--- config.mk ---
export PLATFORM = sky130hd
export DESIGN_NAME = branch_redirect_ctrl
export DESIGN_NICKNAME = d
export VERILOG_FILES = /design/src/rtl/branch_redirect_ctrl_pkg.sv /design/src/rtl/redirect_perf_cnt.sv /design/src/rtl/branch_redirect_ctrl.sv
export SDC_FILE = /design/constraint.sdc
export NUM_CORES = 1
export LEC_CHECK = 0
export BUFFER_PORTS_ARGS = -buffer_cell sky130_fd_sc_hd__clkbuf_2
export CORE_AREA = 2 2 83 85
export CTS_CLUSTER_SIZE = 28
export DETAILED_ROUTE_END_ITERATION = 12
export DIE_AREA = 0 0 85 87
export HOLD_SLACK_MARGIN = 0.03
export MAX_ROUTING_LAYER = met4
export PLACE_DENSITY = 0.82
export SETUP_SLACK_MARGIN = 0.3
export SLEW_MARGIN = 20
export SYNTH_ARGS = -nofsm -noshare
export SYNTH_HDL_FRONTEND = slang
export SYNTH_SLANG_ARGS = --single-unit
--- constraint.sdc ---
create_clock -name clk -period 5.05 [get_ports clk]
set_input_delay 1.01 -clock clk [delete_from_list [all_inputs] [get_ports clk]]
set_output_delay 1.01 -clock clk [all_outputs]
set_load 0.01 [all_outputs]
--- src/rtl/branch_redirect_ctrl_pkg.sv ---
// Shared types and constants for the branch/exception redirect controller.
// Holds the controller state encoding, the redirect request shape and the idle redirect address.
package branch_redirect_ctrl_pkg;

    localparam int PC_W = 32;

    typedef enum logic [1:0] {
        IDLE     = 2'd0,
        WAIT_DS  = 2'd1,
        REDIRECT = 2'd2
    } redirect_state_t;

    typedef struct packed {
        logic            valid;
        logic [PC_W-1:0] pc;
    } redirect_req_t;

    // Value driven on redirect_pc whenever no redirect is being requested.
    localparam logic [PC_W-1:0] RESET_PC = '0;

    function automatic logic is_resolve(input logic exe_valid,
                                        input logic br_taken,
                                        input logic exe_stall);
        return exe_valid & br_taken & ~exe_stall;
    endfunction

endpackage

--- src/rtl/redirect_perf_cnt.sv ---
// Wrapping event counters for the redirect controller: branch handshakes, delay-slot wait
// cycles and exception handshakes. Only instantiated when BRANCH_REDIRECT_PERF_EN is defined.
module redirect_perf_cnt #(
    parameter int PERF_W = 32
) (
    input  logic              clk,
    input  logic              resetn,
    input  logic              br_hs,
    input  logic              exc_hs,
    input  logic              ds_wait,
    output logic [PERF_W-1:0] perf_br_redirects,
    output logic [PERF_W-1:0] perf_ds_wait_cycles,
    output logic [PERF_W-1:0] perf_exc_redirects
);

    logic [PERF_W-1:0] br_cnt_q,  br_cnt_d;
    logic [PERF_W-1:0] ds_cnt_q,  ds_cnt_d;
    logic [PERF_W-1:0] exc_cnt_q, exc_cnt_d;

    always_comb begin
        br_cnt_d  = br_hs   ? br_cnt_q  + PERF_W'(1) : br_cnt_q;
        ds_cnt_d  = ds_wait ? ds_cnt_q  + PERF_W'(1) : ds_cnt_q;
        exc_cnt_d = exc_hs  ? exc_cnt_q + PERF_W'(1) : exc_cnt_q;
    end

    always_ff @(posedge clk or negedge resetn) begin
        if (!resetn) begin
            br_cnt_q  <= '0;
            ds_cnt_q  <= '0;
            exc_cnt_q <= '0;
        end else begin
            br_cnt_q  <= br_cnt_d;
            ds_cnt_q  <= ds_cnt_d;
            exc_cnt_q <= exc_cnt_d;
        end
    end

    assign perf_br_redirects   = br_cnt_q;
    assign perf_ds_wait_cycles = ds_cnt_q;
    assign perf_exc_redirects  = exc_cnt_q;

endmodule

--- src/rtl/branch_redirect_ctrl.sv ---
// Front-end redirect sequencer: waits for the branch delay slot, holds the fetch redirect until
// accepted, lets MEM exceptions override. Optional counters under BRANCH_REDIRECT_PERF_EN.
module branch_redirect_ctrl
    import branch_redirect_ctrl_pkg::*;
#(
    parameter int ADDR_W = 32,
    parameter int PERF_W = 32
) (
    input  logic              clk,
    input  logic              resetn,
    input  logic              exe_valid,
    input  logic              exe_stall,
    input  logic              br_taken,
    input  logic [ADDR_W-1:0] br_target,
    input  logic              ds_in_id,
    input  logic              exc_valid,
    input  logic [ADDR_W-1:0] exc_pc,
    input  logic              redirect_ready,
    output logic              redirect_valid,
    output logic [ADDR_W-1:0] redirect_pc,
    output logic              flush_if,
    output logic              flush_all,
    output logic              busy
`ifdef BRANCH_REDIRECT_PERF_EN
    ,
    output logic [PERF_W-1:0] perf_br_redirects,
    output logic [PERF_W-1:0] perf_ds_wait_cycles,
    output logic [PERF_W-1:0] perf_exc_redirects
`endif
);

    localparam logic [ADDR_W-1:0] IDLE_PC = ADDR_W'(RESET_PC);

    redirect_state_t   state_q, state_d;
    logic [ADDR_W-1:0] target_q, target_d;
    logic              valid_q, valid_d;
    logic [ADDR_W-1:0] pc_q, pc_d;
    logic              flush_if_q, flush_if_d;
    logic              flush_all_q, flush_all_d;
    logic              busy_q, busy_d;
    logic              is_exc_q, is_exc_d;

    logic resolve;
    logic handshake;

    assign resolve   = is_resolve(exe_valid, br_taken, exe_stall);
    assign handshake = valid_q & redirect_ready;

    always_comb begin
        state_d     = state_q;
        target_d    = target_q;
        valid_d     = valid_q;
        pc_d        = pc_q;
        is_exc_d    = is_exc_q;
        flush_all_d = 1'b0;

        if (exc_valid) begin
            // Exception wins over everything, including a resolve in the same cycle.
            state_d     = REDIRECT;
            valid_d     = 1'b1;
            pc_d        = exc_pc;
            is_exc_d    = 1'b1;
            flush_all_d = 1'b1;
        end else begin
            unique case (state_q)
                IDLE: begin
                    if (resolve) begin
                        if (ds_in_id) begin
                            state_d  = REDIRECT;
                            valid_d  = 1'b1;
                            pc_d     = br_target;
                            is_exc_d = 1'b0;
                        end else begin
                            state_d  = WAIT_DS;
                            target_d = br_target;
                        end
                    end
                end
                WAIT_DS: begin
                    if (ds_in_id) begin
                        state_d  = REDIRECT;
                        valid_d  = 1'b1;
                        pc_d     = target_q;
                        is_exc_d = 1'b0;
                    end
                end
                REDIRECT: begin
                    // Resolves outside the handshake cycle are wrong-path and dropped.
                    if (handshake) begin
                        is_exc_d = 1'b0;
                        if (resolve && ds_in_id) begin
                            state_d = REDIRECT;
                            valid_d = 1'b1;
                            pc_d    = br_target;
                        end else if (resolve) begin
                            state_d  = WAIT_DS;
                            target_d = br_target;
                            valid_d  = 1'b0;
                            pc_d     = IDLE_PC;
                        end else begin
                            state_d = IDLE;
                            valid_d = 1'b0;
                            pc_d    = IDLE_PC;
                        end
                    end
                end
                default: begin
                    state_d = IDLE;
                    valid_d = 1'b0;
                    pc_d    = IDLE_PC;
                end
            endcase
        end

        flush_if_d = (state_d == REDIRECT);
        busy_d     = (state_d != IDLE);
    end

    always_ff @(posedge clk or negedge resetn) begin
        if (!resetn) begin
            state_q     <= IDLE;
            target_q    <= IDLE_PC;
            valid_q     <= 1'b0;
            pc_q        <= IDLE_PC;
            flush_if_q  <= 1'b0;
            flush_all_q <= 1'b0;
            busy_q      <= 1'b0;
            is_exc_q    <= 1'b0;
        end else begin
            state_q     <= state_d;
            target_q    <= target_d;
            valid_q     <= valid_d;
            pc_q        <= pc_d;
            flush_if_q  <= flush_if_d;
            flush_all_q <= flush_all_d;
            busy_q      <= busy_d;
            is_exc_q    <= is_exc_d;
        end
    end

    assign redirect_valid = valid_q;
    assign redirect_pc    = pc_q;
    assign flush_if       = flush_if_q;
    assign flush_all      = flush_all_q;
    assign busy           = busy_q;

`ifdef BRANCH_REDIRECT_PERF_EN
    redirect_perf_cnt #(
        .PERF_W (PERF_W)
    ) u_perf (
        .clk                 (clk),
        .resetn              (resetn),
        .br_hs               (handshake & ~is_exc_q),
        .exc_hs              (handshake &  is_exc_q),
        .ds_wait             (state_q == WAIT_DS),
        .perf_br_redirects   (perf_br_redirects),
        .perf_ds_wait_cycles (perf_ds_wait_cycles),
        .perf_exc_redirects  (perf_exc_redirects)
    );
`endif

endmodule
==> results of run 1 <==
==> cell usage in the layout, fill, tap and decap left out, types with 2 or more instances in the layout <==
| master | count |
|---|---|
| sky130_fd_sc_hd__a211o_1 | 2 |
| sky130_fd_sc_hd__a211oi_1 | 32 |
| sky130_fd_sc_hd__a21oi_1 | 5 |
| sky130_fd_sc_hd__a21oi_2 | 30 |
| sky130_fd_sc_hd__a222oi_1 | 32 |
| sky130_fd_sc_hd__buf_4 | 4 |
| sky130_fd_sc_hd__bufinv_16 | 2 |
| sky130_fd_sc_hd__clkbuf_2 | 106 |
| sky130_fd_sc_hd__clkbuf_8 | 12 |
| sky130_fd_sc_hd__dfrtp_1 | 70 |
| sky130_fd_sc_hd__inv_1 | 2 |
| sky130_fd_sc_hd__mux2_2 | 31 |
| sky130_fd_sc_hd__nand2_1 | 2 |
| sky130_fd_sc_hd__nor2_1 | 2 |
| sky130_fd_sc_hd__o21ai_0 | 2 |
==> cell usage after synthesis, types with 2 or more instances <==
master / number
sky130_fd_sc_hd__a21oi_2: 30
sky130_fd_sc_hd__a211o_1: 2
sky130_fd_sc_hd__nand2_1: 2
sky130_fd_sc_hd__nor2_1: 3
sky130_fd_sc_hd__a211oi_1: 32
sky130_fd_sc_hd__a222oi_1: 32
sky130_fd_sc_hd__mux2_2: 31
sky130_fd_sc_hd__o21ai_0: 2
sky130_fd_sc_hd__a21oi_1: 5
sky130_fd_sc_hd__inv_1: 2
sky130_fd_sc_hd__buf_6: 9
sky130_fd_sc_hd__clkbuf_1: 12
sky130_fd_sc_hd__buf_2: 6
sky130_fd_sc_hd__buf_1: 2
sky130_fd_sc_hd__dfrtp_1: 70
==> area by class of cell <==
cell class | count | area (um^2) | share of cell area
clock buffers | 13 | 168.9 | 0.04137
well taps | 80 | 100.1 | 0.02452
clock inverters | 3 | 65.06 | 0.01594
flip-flops and latches | 70 | 1752 | 0.4291
inverters | 2 | 7.507 | 0.001839
repair buffers | 112 | 580.6 | 0.1422
multi-input cells | 154 | 1409 | 0.3451
==> report_power, final <==
group          total [mW]  switching (mW)  internal (mW)
Clock               0.524           0.206          0.318
Sequential          0.730          0.0636          0.666
Combinational       0.317           0.165          0.152
Total                1.57           0.434           1.14
==> routing by layer <==
layer	track usage	wire length (um)
met1	0.2885	3334
met5	-	0
met4	0.1010	117
met3	0.04076	529
met2	0.3594	3973
==> cells by family (layout without fill, tap and decap cells) <==
family	after synthesis	after routing	synth area share
AOI/OAI and AO/OA	108	108	0.2793
buffers and inverters	31	130	0.05752
DFF	70	70	0.5263
muxes	32	32	0.1083
and+or+nand+nor	14	14	0.02858
==> worst paths after layout <==
| path | startpoint | to | depth (start not counted) |
|---|---|---|---|
| max in group asynchronous | resetn | target_q[6] | 2 |
| max reg2reg | state_q[0] | redirect_pc[8] | 4 |
| min | target_q[23] | target_q[23] | 1 |
| max | exe_stall | target_q[7] | 6 |
| min reg2reg | target_q[23] | target_q[23] | 1 |
| min in group asynchronous | resetn | target_q[14] | 1 |
==> flip-flops by register name, indices dropped and copies added, names as in the netlist <==
| signal | cells |
|---|---|
| busy | 1 |
| flush_all | 1 |
| flush_if | 1 |
| redirect_pc | 32 |
| redirect_valid | 1 |
| state_q | 2 |
| target_q | 32 |
==> flow_summary.rst, run 1 <==
.. list-table::
   :header-rows: 1

   * - Metric
     - Value
   * - # clock sinks
     - 70
   * - Worst clock skew
     - 0.004410 ns
   * - Number of nets with antenna violations after routing
     - 0
   * - Layout Cell Area excl Fill
     - 0.004083 mm^2
   * - Number of distinct library cell variants in the gate-level netlist after synthesis
     - 30
   * - Pre-CTS setup slack
     - 1.757 ns
   * - Maximum clock frequency
     - between 300 and 400 MHz
   * - Final Slew Violations
     - 0
   * - CP delay by family, top
     - simple AND/OR/NAND/NOR gates
   * - Largest net degree at the start of global routing
     - 64
   * - Minimum period implied by the final worst setup slack
     - ~2.9 ns
   * - Area overhead of the layout relative to synthesis
     - 22.67%
   * - Number of nets in the layout
     - about 420
   * - Max capacitance violation total
     - 0
   * - Number of fill cells
     - 522
   * - Number of cells in the design after placement
     - 418
   * - Half-perimeter wire length of the detailed placement result
     - 5126 um
   * - Sequential share of the synthesized area
     - 0.5263
   * - Antenna Diode Count
     - 0
   * - Tightest hold margin
     - 0.4996 ns
   * - Number of rows in the core area
     - 30
   * - Violation count after the first detailed-routing iteration
     - 292
   * - Cells traversed along the worst timing path
     - clkbuf_2 -> and3b_1 -> nand2_1 -> nor4_4 -> buf_4 -> mux2_2
   * - Register-to-register path setup slack
     - between 2 and 2.5 ns
   * - Share of final-layout standard cells stronger than drive strength 1
     - 0.5508
   * - Root buffer cell
     - sky130_fd_sc_hd__clkbuf_8
   * - Area after DPL
     - 0.003849 mm^2
   * - Number of placed I/O pins
     - 108
   * - Number of setup violations in the final report
     - 0
   * - Type of element capturing the critical path
     - register
   * - Slew headroom
     - 0.3019
   * - Syn nets
     - between 300 and 400
   * - CP Max Fanout
     - 17
   * - Type of the tightest min-delay check
     - register to register
   * - Via/cell ratio
     - between 6 and 7
   * - Number of antenna violations at the first check in global routing
     - 0
   * - Worst ir drop on vdd
     - 193.6 uV
   * - Weighted congestion reported at the end of routability-driven placement
     - 0.7818
   * - Synth Warn #
     - 0
   * - Leak
     - 1.803 nW
   * - # DRC
     - 0
   * - Clk slew on worst S/H paths
     - 0.07 ns
   * - Total number of vias
     - 2663
   * - Horizontal die dimension
     - 85 um
   * - GR Util All Layers
     - 0.2273
   * - Number of buffers on the longest clock path
     - 2
   * - Cell type with the largest total area after synthesis
     - sky130_fd_sc_hd__dfrtp_1
   * - Power density cells
     - between 300 and 400 mW/mm^2
   * - Clock tree from TritonCTS
     - yes
   * - First-pass DRT Iterations
     - 8
   * - Startpoint Class
     - primary input
   * - Final cycle utilization of the critical path
     - 0.5795
   * - Post-synth EDFFs
     - 0
   * - Predominant post-synthesis flop cell
     - sky130_fd_sc_hd__dfrtp_1
   * - Worst path required time
     - between 5 and 6 ns
   * - Number of H-tree levels
     - 3
   * - Die ar.
     - 0.007395 mm^2
   * - Mapped Avg Cell Area
     - between 10 and 15 um^2
   * - Number of register bits inferred by synthesis
     - 70
   * - RSZ-0062 raised after global routing
     - no
   * - Fraction of post-synthesis cell area in the top cell type by area
     - 0.5263
   * - Core area
     - 0.006569 mm^2
   * - Critical path class
     - primary input to register
   * - Total grt overflow
     - 0
   * - Post-synth ARST share
     - 1.000
   * - Number of buffers created by CTS
     - 9
   * - Input/output buffers
     - roughly 110
   * - Post-Route Utilization
     - 0.6215
   * - Area of the mapped netlist
     - approximately 0.0033 mm^2
   * - Total power of the final layout
     - 1.570 mW
   * - Slowest stage delay, CP
     - ~0.86 ns
   * - Sum of negative setup slack
     - 0 ns
   * - Fin worst setup slack
     - 2.124 ns
   * - Slowest cell on the critical path
     - sky130_fd_sc_hd__nor4_4
   * - Number of global-route vias before repair
     - 2700
   * - Routed WL
     - 7955 um
   * - Final non-filler cell total
     - between 400 and 500
   * - Final hold vios
     - 0
   * - # Post-CTS Setup Buffers
     - 0
   * - Die Y
     - 87 um
   * - Number of buffers inserted by hold repair at cts
     - 0
   * - Clk_lat worst skew
     - 0.35 ns
   * - Post-cts gate resize count
     - 0
   * - Outcome
     - complete, no violations
   * - Post-Synthesis Cells
     - 255
   * - Tightest Pin Transition
     - 1.039 ns
   * - Buffers & Inverters on Critical Path
     - 2
   * - Arrival time at the worst endpoint
     - 3.16 ns
   * - Initial Util
     - 0.5067
   * - First-pass GRT wire length
     - 12720 um
   * - Average wire per cell in the routed design
     - 18.33 um
   * - Synth top area cells
     - sky130_fd_sc_hd__dfrtp_1, sky130_fd_sc_hd__mux2_2, sky130_fd_sc_hd__a222oi_1
(Power assumes the default switching activity.)
==> run 2: changes to the inputs <==
--- a/config.mk
+++ b/config.mk
@@ -6,13 +6,13 @@
 export NUM_CORES = 1
 export LEC_CHECK = 0
 export BUFFER_PORTS_ARGS = -buffer_cell sky130_fd_sc_hd__clkbuf_2
-export CORE_AREA = 2 2 83 85
+export CORE_AREA = 2 2 89 91
 export CTS_CLUSTER_SIZE = 28
 export DETAILED_ROUTE_END_ITERATION = 12
-export DIE_AREA = 0 0 85 87
+export DIE_AREA = 0 0 91 93
 export HOLD_SLACK_MARGIN = 0.03
 export MAX_ROUTING_LAYER = met4
-export PLACE_DENSITY = 0.82
+export PLACE_DENSITY = 0.75
 export SETUP_SLACK_MARGIN = 0.3
 export SLEW_MARGIN = 20
 export SYNTH_ARGS = -nofsm -noshare
==> constraint.sdc (replaced) <==
create_clock -name clk -period 2.55 [get_ports clk]
set_input_delay 0.51 -clock clk [delete_from_list [all_inputs] [get_ports clk]]
set_output_delay 0.51 -clock clk [all_outputs]
set_load 0.01 [all_outputs]
==> run 2 against run 1 <==
Net effect:
- clock power up 100%
- cell area up 2.3%
- critical path type is now register to register
- count of clock-buffer cells in the layout down 3
- power up 100%
- die area up 14%
- setup slack worse by 1.7 ns
- sequential share of layout area down 0.96 points
- largest power group unchanged
- worst hold slack worse by 0.21 ns
- via count up 2.3%
- cell count up 6.9%
- core utilization down 6.7 points
- global-route usage down 2.3 points
==> flow_summary.rst, run 2 (synthesis results as in run 1) <==
.. list-table::
   :header-rows: 1

   * - Metric
     - Value
   * - Final cycle utilization of the critical path
     - 0.8304
   * - Post-cts gate resize count
     - 0 (unchanged)
   * - Total power of the final layout
     - 3.152 mW (+100%)
   * - Initial Util
     - 0.4422 (-0.06451)
   * - Clk_lat worst skew
     - 0.34 ns (about the same)
   * - Die ar.
     - 0.008463 mm^2 (+14%)
   * - Number of buffers inserted by hold repair at cts
     - 0 (unchanged)
   * - Tightest Pin Transition
     - 0.8896 ns (-0.1497 ns)
   * - Total number of vias
     - 2723 (+2.3%)
   * - Number of buffers on the longest clock path
     - 2 (unchanged)
   * - Total grt overflow
     - 0 (unchanged)
   * - # clock sinks
     - 70 (unchanged)
   * - Minimum period implied by the final worst setup slack
     - roughly 2.1 ns
   * - CP Max Fanout
     - 18 (+1)
   * - Post-Route Utilization
     - 0.5549 (-0.06667)
   * - Sum of negative setup slack
     - 0 ns (unchanged)
   * - Number of nets in the layout
     - 429 (+1.9%)
   * - Leak
     - 1.839 nW (+2.0%)
   * - Worst path required time
     - 2.81 ns (-2.47 ns)
   * - Number of antenna violations at the first check in global routing
     - 0 (unchanged)
   * - Root buffer cell
     - sky130_fd_sc_hd__clkbuf_8
   * - Number of rows in the core area
     - 32 (+6.7%)
   * - Clock tree from TritonCTS
     - yes
   * - Critical path class
     - register to register
   * - Number of fill cells
     - 665 (+27%)
   * - Number of setup violations in the final report
     - 0 (unchanged)
   * - Largest net degree at the start of global routing
     - 71 (+11%)
   * - Number of cells in the design after placement
     - 448 (+7.2%)
   * - Half-perimeter wire length of the detailed placement result
     - 5482 um (+7.0%)
   * - GR Util All Layers
     - 0.2044 (-0.02286)
   * - Clk slew on worst S/H paths
     - 0.08 ns (about the same)
   * - Number of nets with antenna violations after routing
     - 0 (unchanged)
   * - # DRC
     - 0 (unchanged)
   * - Most frequent cells in the layout
     - sky130_fd_sc_hd__clkbuf_2, sky130_fd_sc_hd__dfrtp_1, sky130_fd_sc_hd__a222oi_1, sky130_fd_sc_hd__a211oi_1, sky130_fd_sc_hd__mux2_2
   * - Input/output buffers
     - 107 (unchanged)
   * - Core area
     - 0.007527 mm^2 (+15%)
   * - Power density cells
     - 754.8 mW/mm^2 (+96%)
   * - Reg area
     - 0.001752 mm^2 (unchanged)
   * - # Post-CTS Setup Buffers
     - 0 (unchanged)
   * - Max capacitance violation total
     - 0 (unchanged)
   * - Slew headroom
     - 0.4069 (+0.1050)
   * - Area overhead of the layout relative to synthesis
     - 25.49%
   * - Routed WL
     - 8141 um (+2.3%)
   * - Violation count after the first detailed-routing iteration
     - 222 (-24%)
   * - Weighted congestion reported at the end of routability-driven placement
     - 0.8099 (+3.6%)
   * - Via/cell ratio
     - 5.869 (-4.4%)
   * - Final non-filler cell total
     - 464 (+6.9%)
   * - Number of H-tree levels
     - 3 (unchanged)
   * - RSZ-0062 raised after global routing
     - no
   * - Type of element capturing the critical path
     - register
   * - Die Y
     - 93 um (+6.9%)
   * - Worst ir drop on vdd
     - 390.2 uV (+100%)
   * - Final Slew Violations
     - 0 (unchanged)
   * - Antenna Diode Count
     - 0 (unchanged)
   * - Number of placed I/O pins
     - 108 (unchanged)
   * - Most frequent standard cell in the layout excluding fill and tap cells
     - sky130_fd_sc_hd__clkbuf_2
   * - Number of buffers created by CTS
     - 9 (unchanged)
   * - Share of final-layout standard cells stronger than drive strength 1
     - 0.5608 (+0.009926)
   * - Multi-input logic area
     - 0.001404 mm^2 (-0.35%)
   * - Final hold vios
     - 0 (unchanged)
   * - Arrival time at the worst endpoint
     - 2.38 ns (-0.78 ns)
   * - Number of global-route vias before repair
     - 2749 (+1.8%)
   * - First-pass DRT Iterations
     - 7 (-1)
   * - Startpoint Class
     - register
   * - Type of the tightest min-delay check
     - primary input to async pin
   * - Maximum clock frequency
     - 472.2 MHz
   * - Horizontal die dimension
     - 91 um (+7.1%)
   * - Average wire per cell in the routed design
     - 17.55 um (-4.3%)
   * - Worst clock skew
     - 0.006870 ns (+0.002460 ns)
   * - First-pass GRT wire length
     - 13250 um (+4.2%)
   * - Outcome
     - complete, no violations
==> run 2: cell count changes in the layout (fill, tap and decap cells not counted), sizes merged <==
cell      change
buf           +8
clkbuf        -3
clkinvlp      +2
bufinv        +1
==> run 2: cell type report <==
class | instances | area share
sequential | 70 | 0.4194
multi-input combinational | 154 | 0.3361
timing repair buffer | 120 | 0.1552
clock buffer | 10 | 0.03056
tap | 102 | 0.03056
clock inverter | 6 | 0.02636
inverter | 2 | 0.001797
==> run 2: final timing paths <==
kind                       depth (start not counted)           from         endpoint  slack, ns
min reg2reg                                        1   target_q[23]     target_q[23]       0.51
max reg2reg                                        5     state_q[1]  redirect_pc[30]       0.43
max                                                5     state_q[1]  redirect_pc[30]       0.43
max in group asynchronous                          1         resetn     target_q[24]       1.67
min                                                1         resetn         flush_if       0.29
min in group clk                                   2  br_target[23]     target_q[23]       0.41
==> run 2: layer usage <==
metal	up-vias	share of wire	GRT usage
met4	0	0.013	0.07197
met1	1360	0.43	0.2594
met3	10	0.071	0.04271
li1	1232	-	-
met5	-	0	-
met2	121	0.48	0.3290
==> run 2: where the power goes <==
part           internal [mW]  total, mW  switching [mW]
clock network          0.648       1.06           0.414
registers               1.32       1.44           0.117
logic                  0.317      0.655           0.337
total                   2.28       3.15           0.868
==> run 2: per-stage QoR <==
step | worst slack [ns] | hold slack [ns] | instance area [um^2]
after detailed placement | 0.4706 | 0.4876 | 3939
final | 0.4324 | 0.2855 | 4177
after floorplan | 0.6813 | 0.2144 | 3328
after global placement | 0.5043 | 0.4764 | 3939
after CTS | 0.4101 | 0.3239 | 4177
after global routing | 0.3176 | 0.3540 | 4177
==> run 2: worst max-delay path, stage by stage (launching register included) <==
cell and delay [ns]:
sky130_fd_sc_hd__dfrtp_1 0.51, sky130_fd_sc_hd__nand2b_1 0.23, sky130_fd_sc_hd__nor2_2 0.63, sky130_fd_sc_hd__buf_4 0.36, sky130_fd_sc_hd__a222oi_1 0.14, sky130_fd_sc_hd__a21oi_2 0.16
==> run 3: changes to the inputs <==
--- a/config.mk
+++ b/config.mk
@@ -5,14 +5,15 @@
 export SDC_FILE = /design/constraint.sdc
 export NUM_CORES = 1
 export LEC_CHECK = 0
+export ABC_AREA = 1
 export BUFFER_PORTS_ARGS = -buffer_cell sky130_fd_sc_hd__clkbuf_2
-export CORE_AREA = 2 2 89 91
+export CORE_AREA = 2 2 92 94
 export CTS_CLUSTER_SIZE = 28
 export DETAILED_ROUTE_END_ITERATION = 12
-export DIE_AREA = 0 0 91 93
+export DIE_AREA = 0 0 94 96
 export HOLD_SLACK_MARGIN = 0.03
 export MAX_ROUTING_LAYER = met4
-export PLACE_DENSITY = 0.75
+export PLACE_DENSITY = 0.79
 export SETUP_SLACK_MARGIN = 0.3
 export SLEW_MARGIN = 20
 export SYNTH_ARGS = -nofsm -noshare
==> constraint.sdc (replaced) <==
create_clock -name clk -period 1.95 [get_ports clk]
set_input_delay 0.39 -clock clk [delete_from_list [all_inputs] [get_ports clk]]
set_output_delay 0.39 -clock clk [all_outputs]
set_load 0.01 [all_outputs]
==> run 3 against run 2 <==
Net effect:
- via count is 55% higher
- synthesized area rose by 24%
- sequential share of layout area down 6.8 points
- critical endpoint is now redirect_pc[12]
- register-to-register slack about the same
- largest cell class is now multi-input gates
- core utilization increased by 6.4 points
- largest power group unchanged
- global-route usage rose by 5.1 points
==> flow_summary.rst, run 3 <==
.. list-table::
   :header-rows: 1

   * - Metric
     - Value
   * - Weighted congestion reported at the end of routability-driven placement
     - 0.8198 (+1.2%)
   * - Slowest stage delay, CP
     - 0.43 ns (-0.20 ns)
   * - Number of nets in the layout
     - 798 (+86%)
   * - Number of rows in the core area
     - 33 (+3.1%)
   * - Core area
     - 0.008051 mm^2 (+7.0%)
   * - Synth top area cells
     - sky130_fd_sc_hd__dfrtp_1, sky130_fd_sc_hd__nand2_1, sky130_fd_sc_hd__inv_1
   * - # Post-CTS Setup Buffers
     - 0 (unchanged)
   * - Number of buffers on the longest clock path
     - 2 (unchanged)
   * - Routed WL
     - 10740 um (+32%)
   * - Power density cells
     - 873.0 mW/mm^2 (+16%)
   * - Clk slew on worst S/H paths
     - 0.08 ns (about the same)
   * - Fin worst setup slack
     - 0.4244 ns (-0.007969 ns)
   * - Sum of negative setup slack
     - 0 ns (unchanged)
   * - Number of nets with antenna violations after routing
     - 0 (unchanged)
   * - # clock sinks
     - 70 (unchanged)
   * - Arrival time at the worst endpoint
     - 1.80 ns (-0.58 ns)
   * - Total power of the final layout
     - 4.350 mW (+38%)
   * - Tightest hold margin
     - 0.3004 ns (+0.01491 ns)
   * - Max capacitance violation total
     - 0 (unchanged)
   * - Comb power frac
     - 0.292 (+0.084)
   * - Clock share of power
     - 0.241 (-0.096)
   * - GR Util All Layers
     - 0.2557 (+0.05127)
   * - Layout Cell Area excl Fill
     - 0.004984 mm^2 (+19%)
   * - Mapped Avg Cell Area
     - 6.596 um^2 (-49%)
   * - Ranking of synthesized cells by instance count
     - sky130_fd_sc_hd__nand2_1, sky130_fd_sc_hd__inv_1, sky130_fd_sc_hd__dfrtp_1, sky130_fd_sc_hd__nand3_1
   * - Tightest Pin Transition
     - 0.4884 ns (-0.4012 ns)
   * - Average wire per cell in the routed design
     - 12.86 um (-27%)
   * - Worst ir drop on vdd
     - 473.2 uV (+21%)
   * - Post-synth ARST share
     - 1.000 (unchanged)
   * - Via/cell ratio
     - 5.042 (-14%)
   * - Root buffer cell
     - sky130_fd_sc_hd__clkbuf_8
   * - Number of fill cells
     - 765 (+15%)
   * - Number of H-tree levels
     - 3 (unchanged)
   * - Startpoint Class
     - register
   * - Type of element capturing the critical path
     - register
   * - Input/output buffers
     - 107 (unchanged)
   * - Fraction of post-synthesis cell area in the top cell type by area
     - 0.4242 (-0.1021)
   * - Area overhead of the layout relative to synthesis
     - 20.70%
   * - Startpoint of the worst hold path
     - br_target[2]
   * - Beginning of the worst register-to-register path
     - state_q[1]
   * - Sequential Power Share
     - 0.467 (+0.012)
   * - Critical path class
     - register to register
   * - Die Y
     - 96 um (+3.2%)
   * - Slowest cell on the critical path
     - sky130_fd_sc_hd__dfrtp_1
   * - Number of cells in the design after placement
     - 819 (+83%)
   * - Share of total power consumed by net switching
     - 0.3563 (+0.08085)
   * - Syn nets
     - 698 (+110%)
   * - Cells traversed along the worst timing path
     - inv_2 -> nor2_4 -> buf_4 -> nand4_1 -> nand3_1 -> nand2_1 -> a21oi_1
   * - Number of distinct library cell variants in the gate-level netlist after synthesis
     - 18 (-40%)
   * - Number of antenna violations at the first check in global routing
     - 0 (unchanged)
   * - Pre-CTS setup slack
     - 0.2528 ns (-0.2177 ns)
   * - Total number of vias
     - 4210 (+55%)
   * - Worst path required time
     - 2.23 ns (-0.58 ns)
   * - Worst clock skew
     - 0.007209 ns (+0.0003383 ns)
   * - Most frequent cells in the layout
     - sky130_fd_sc_hd__nand2_1, sky130_fd_sc_hd__clkbuf_2, sky130_fd_sc_hd__inv_1, sky130_fd_sc_hd__nand3_1, sky130_fd_sc_hd__dfrtp_1
   * - Predominant post-synthesis flop cell
     - sky130_fd_sc_hd__dfrtp_1
   * - First-pass GRT wire length
     - 17770 um (+34%)
   * - Horizontal die dimension
     - 94 um (+3.3%)
   * - Largest net degree at the start of global routing
     - 37 (-48%)
   * - Final hold vios
     - 0 (unchanged)
   * - Register-to-register path setup slack
     - 0.42 ns (about the same)
   * - Number of global-route vias before repair
     - 3892 (+42%)
   * - Die ar.
     - 0.009024 mm^2 (+6.6%)
   * - # DRC
     - 0 (unchanged)
   * - Switching power
     - 1.550 mW (+79%)
   * - Number of placed I/O pins
     - 108 (unchanged)
   * - Type of the tightest min-delay check
     - primary input to register
   * - Final non-filler cell total
     - 835 (+80%)
   * - Final Slew Violations
     - 0 (unchanged)
   * - Half-perimeter wire length of the detailed placement result
     - 7473 um (+36%)
   * - Outcome
     - complete, no violations
   * - Area of the mapped netlist
     - 0.004129 mm^2 (+24%)
   * - Buffers & Inverters on Critical Path
     - 2 (+1)
   * - Slew headroom
     - 0.6744 (+0.2675)
   * - Antenna Diode Count
     - 0 (unchanged)
   * - Post-Synthesis Cells
     - 626 (+150%)
   * - Total grt overflow
     - 0 (unchanged)
   * - Post-synth EDFFs
     - 0 (unchanged)
   * - Cell type with the largest total area after synthesis
     - sky130_fd_sc_hd__dfrtp_1
   * - FF-to-FF End
     - redirect_pc[12]
   * - CP delay by family, top
     - simple AND/OR/NAND/NOR gates
   * - Sequential share of the synthesized area
     - 0.4242 (-0.1021)
   * - RSZ-0062 raised after global routing
     - yes
   * - Number of buffers created by CTS
     - 9 (unchanged)
   * - Number of setup violations in the final report
     - 0 (unchanged)
   * - First-pass DRT Iterations
     - 5 (-2)
   * - Number of cells on the worst reg-to-reg path
     - 7 (+2)
   * - Leak
     - 3.040 nW (+65%)
   * - Post-Route Utilization
     - 0.6190 (+0.06411)
   * - Area after DPL
     - 0.004800 mm^2 (+22%)
   * - Minimum period implied by the final worst setup slack
     - 1.526 ns (-0.5920 ns)
   * - Clk_lat worst skew
     - 0.35 ns (about the same)
   * - CP Max Fanout
     - 21 (+3)
   * - Worst hold path stage count
     - 3
   * - Number of register bits inferred by synthesis
     - 70 (unchanged)
   * - Clock tree from TritonCTS
     - yes
   * - Hold-critical path endpoint
     - target_q[2]
   * - Share of final-layout standard cells stronger than drive strength 1
     - 0.2055 (-0.3553)
   * - Initial Util
     - 0.5128 (+0.07067)
   * - Internal power
     - 2.800 mW (+23%)
   * - Violation count after the first detailed-routing iteration
     - 351 (+58%)
   * - Most frequently used cell type in the post-synthesis netlist
     - sky130_fd_sc_hd__nand2_1
   * - Maximum clock frequency
     - 655.5 MHz (+39%)
   * - Most frequent standard cell in the layout excluding fill and tap cells
     - sky130_fd_sc_hd__nand2_1
   * - Final cycle utilization of the critical path
     - 0.7824 (-0.04808)
   * - Synth Warn #
     - 0 (unchanged)
[run 3: kinds of logic after synthesis]
| family | Yosys count | synth area share |
|---|---|---|
| buf+inv | 142 | 0.1352 |
| simple gates | 376 | 0.3936 |
| flops | 70 | 0.4242 |
| compound gates | 38 | 0.04697 |
[run 3: power groups by stage]
stage	combinational [mW]	sequential, mW	clock, mW
3_3_place_gp	1.21	2.04	0
2_1_floorplan	0.707	2.10	0
3_5_place_dp	1.27	2.05	0
5_1_grt	1.46	2.08	1.12
4_1_cts	1.27	2.03	1.06
6_report	1.27	2.03	1.05
[run 3: worst max path at each step]
stage	from	to	slack, ns	depth (start not counted)
final	state_q[1]	redirect_pc[12]	0.42	7
after global placement	exc_valid	redirect_pc[16]	0.33	8
after CTS	state_q[0]	redirect_pc[5]	0.40	6
after detailed placement	exc_valid	redirect_pc[10]	0.25	8
after global routing	state_q[1]	redirect_pc[2]	0.29	8
after floorplan	ds_in_id	target_q[11]	0.47	8
[run 3: worst reg2reg max path, delay by kind of cell, from the launching register on]
kind | cells | cell delay (ns)
AOI/OAI and AO/OA | 1 | 0.13
buffers and inverters | 2 | 0.39
DFF | 1 | 0.43
and+or+nand+nor | 4 | 0.51
[run 3: repair_timing]
action / 4_1_cts / 5_1_grt
hold buffers: 1 / 0
resized for setup: 0 / 2
endpoints found under the setup margin: 0 / 32
hold endpoints to repair: 30 / 0
[run 3: per-layer routing]
layer,up-vias,track usage,share of wire
met3,24,0.03915,0.061
met2,153,0.4095,0.48
met4,0,0.09783,0.018
met1,1906,0.3308,0.44
met5,-,-,0
li1,2127,-,-
[run 3: cell type report]
type	instances	area, um^2	share of cell area
repair buffers	128	718.2	0.1441
flip-flops and latches	70	1752	0.3515
well taps	105	131.4	0.02636
inverters	103	386.6	0.07758
clock buffers	12	145.1	0.02912
multi-input cells	414	1829	0.3671
clock inverters	3	21.27	0.004268
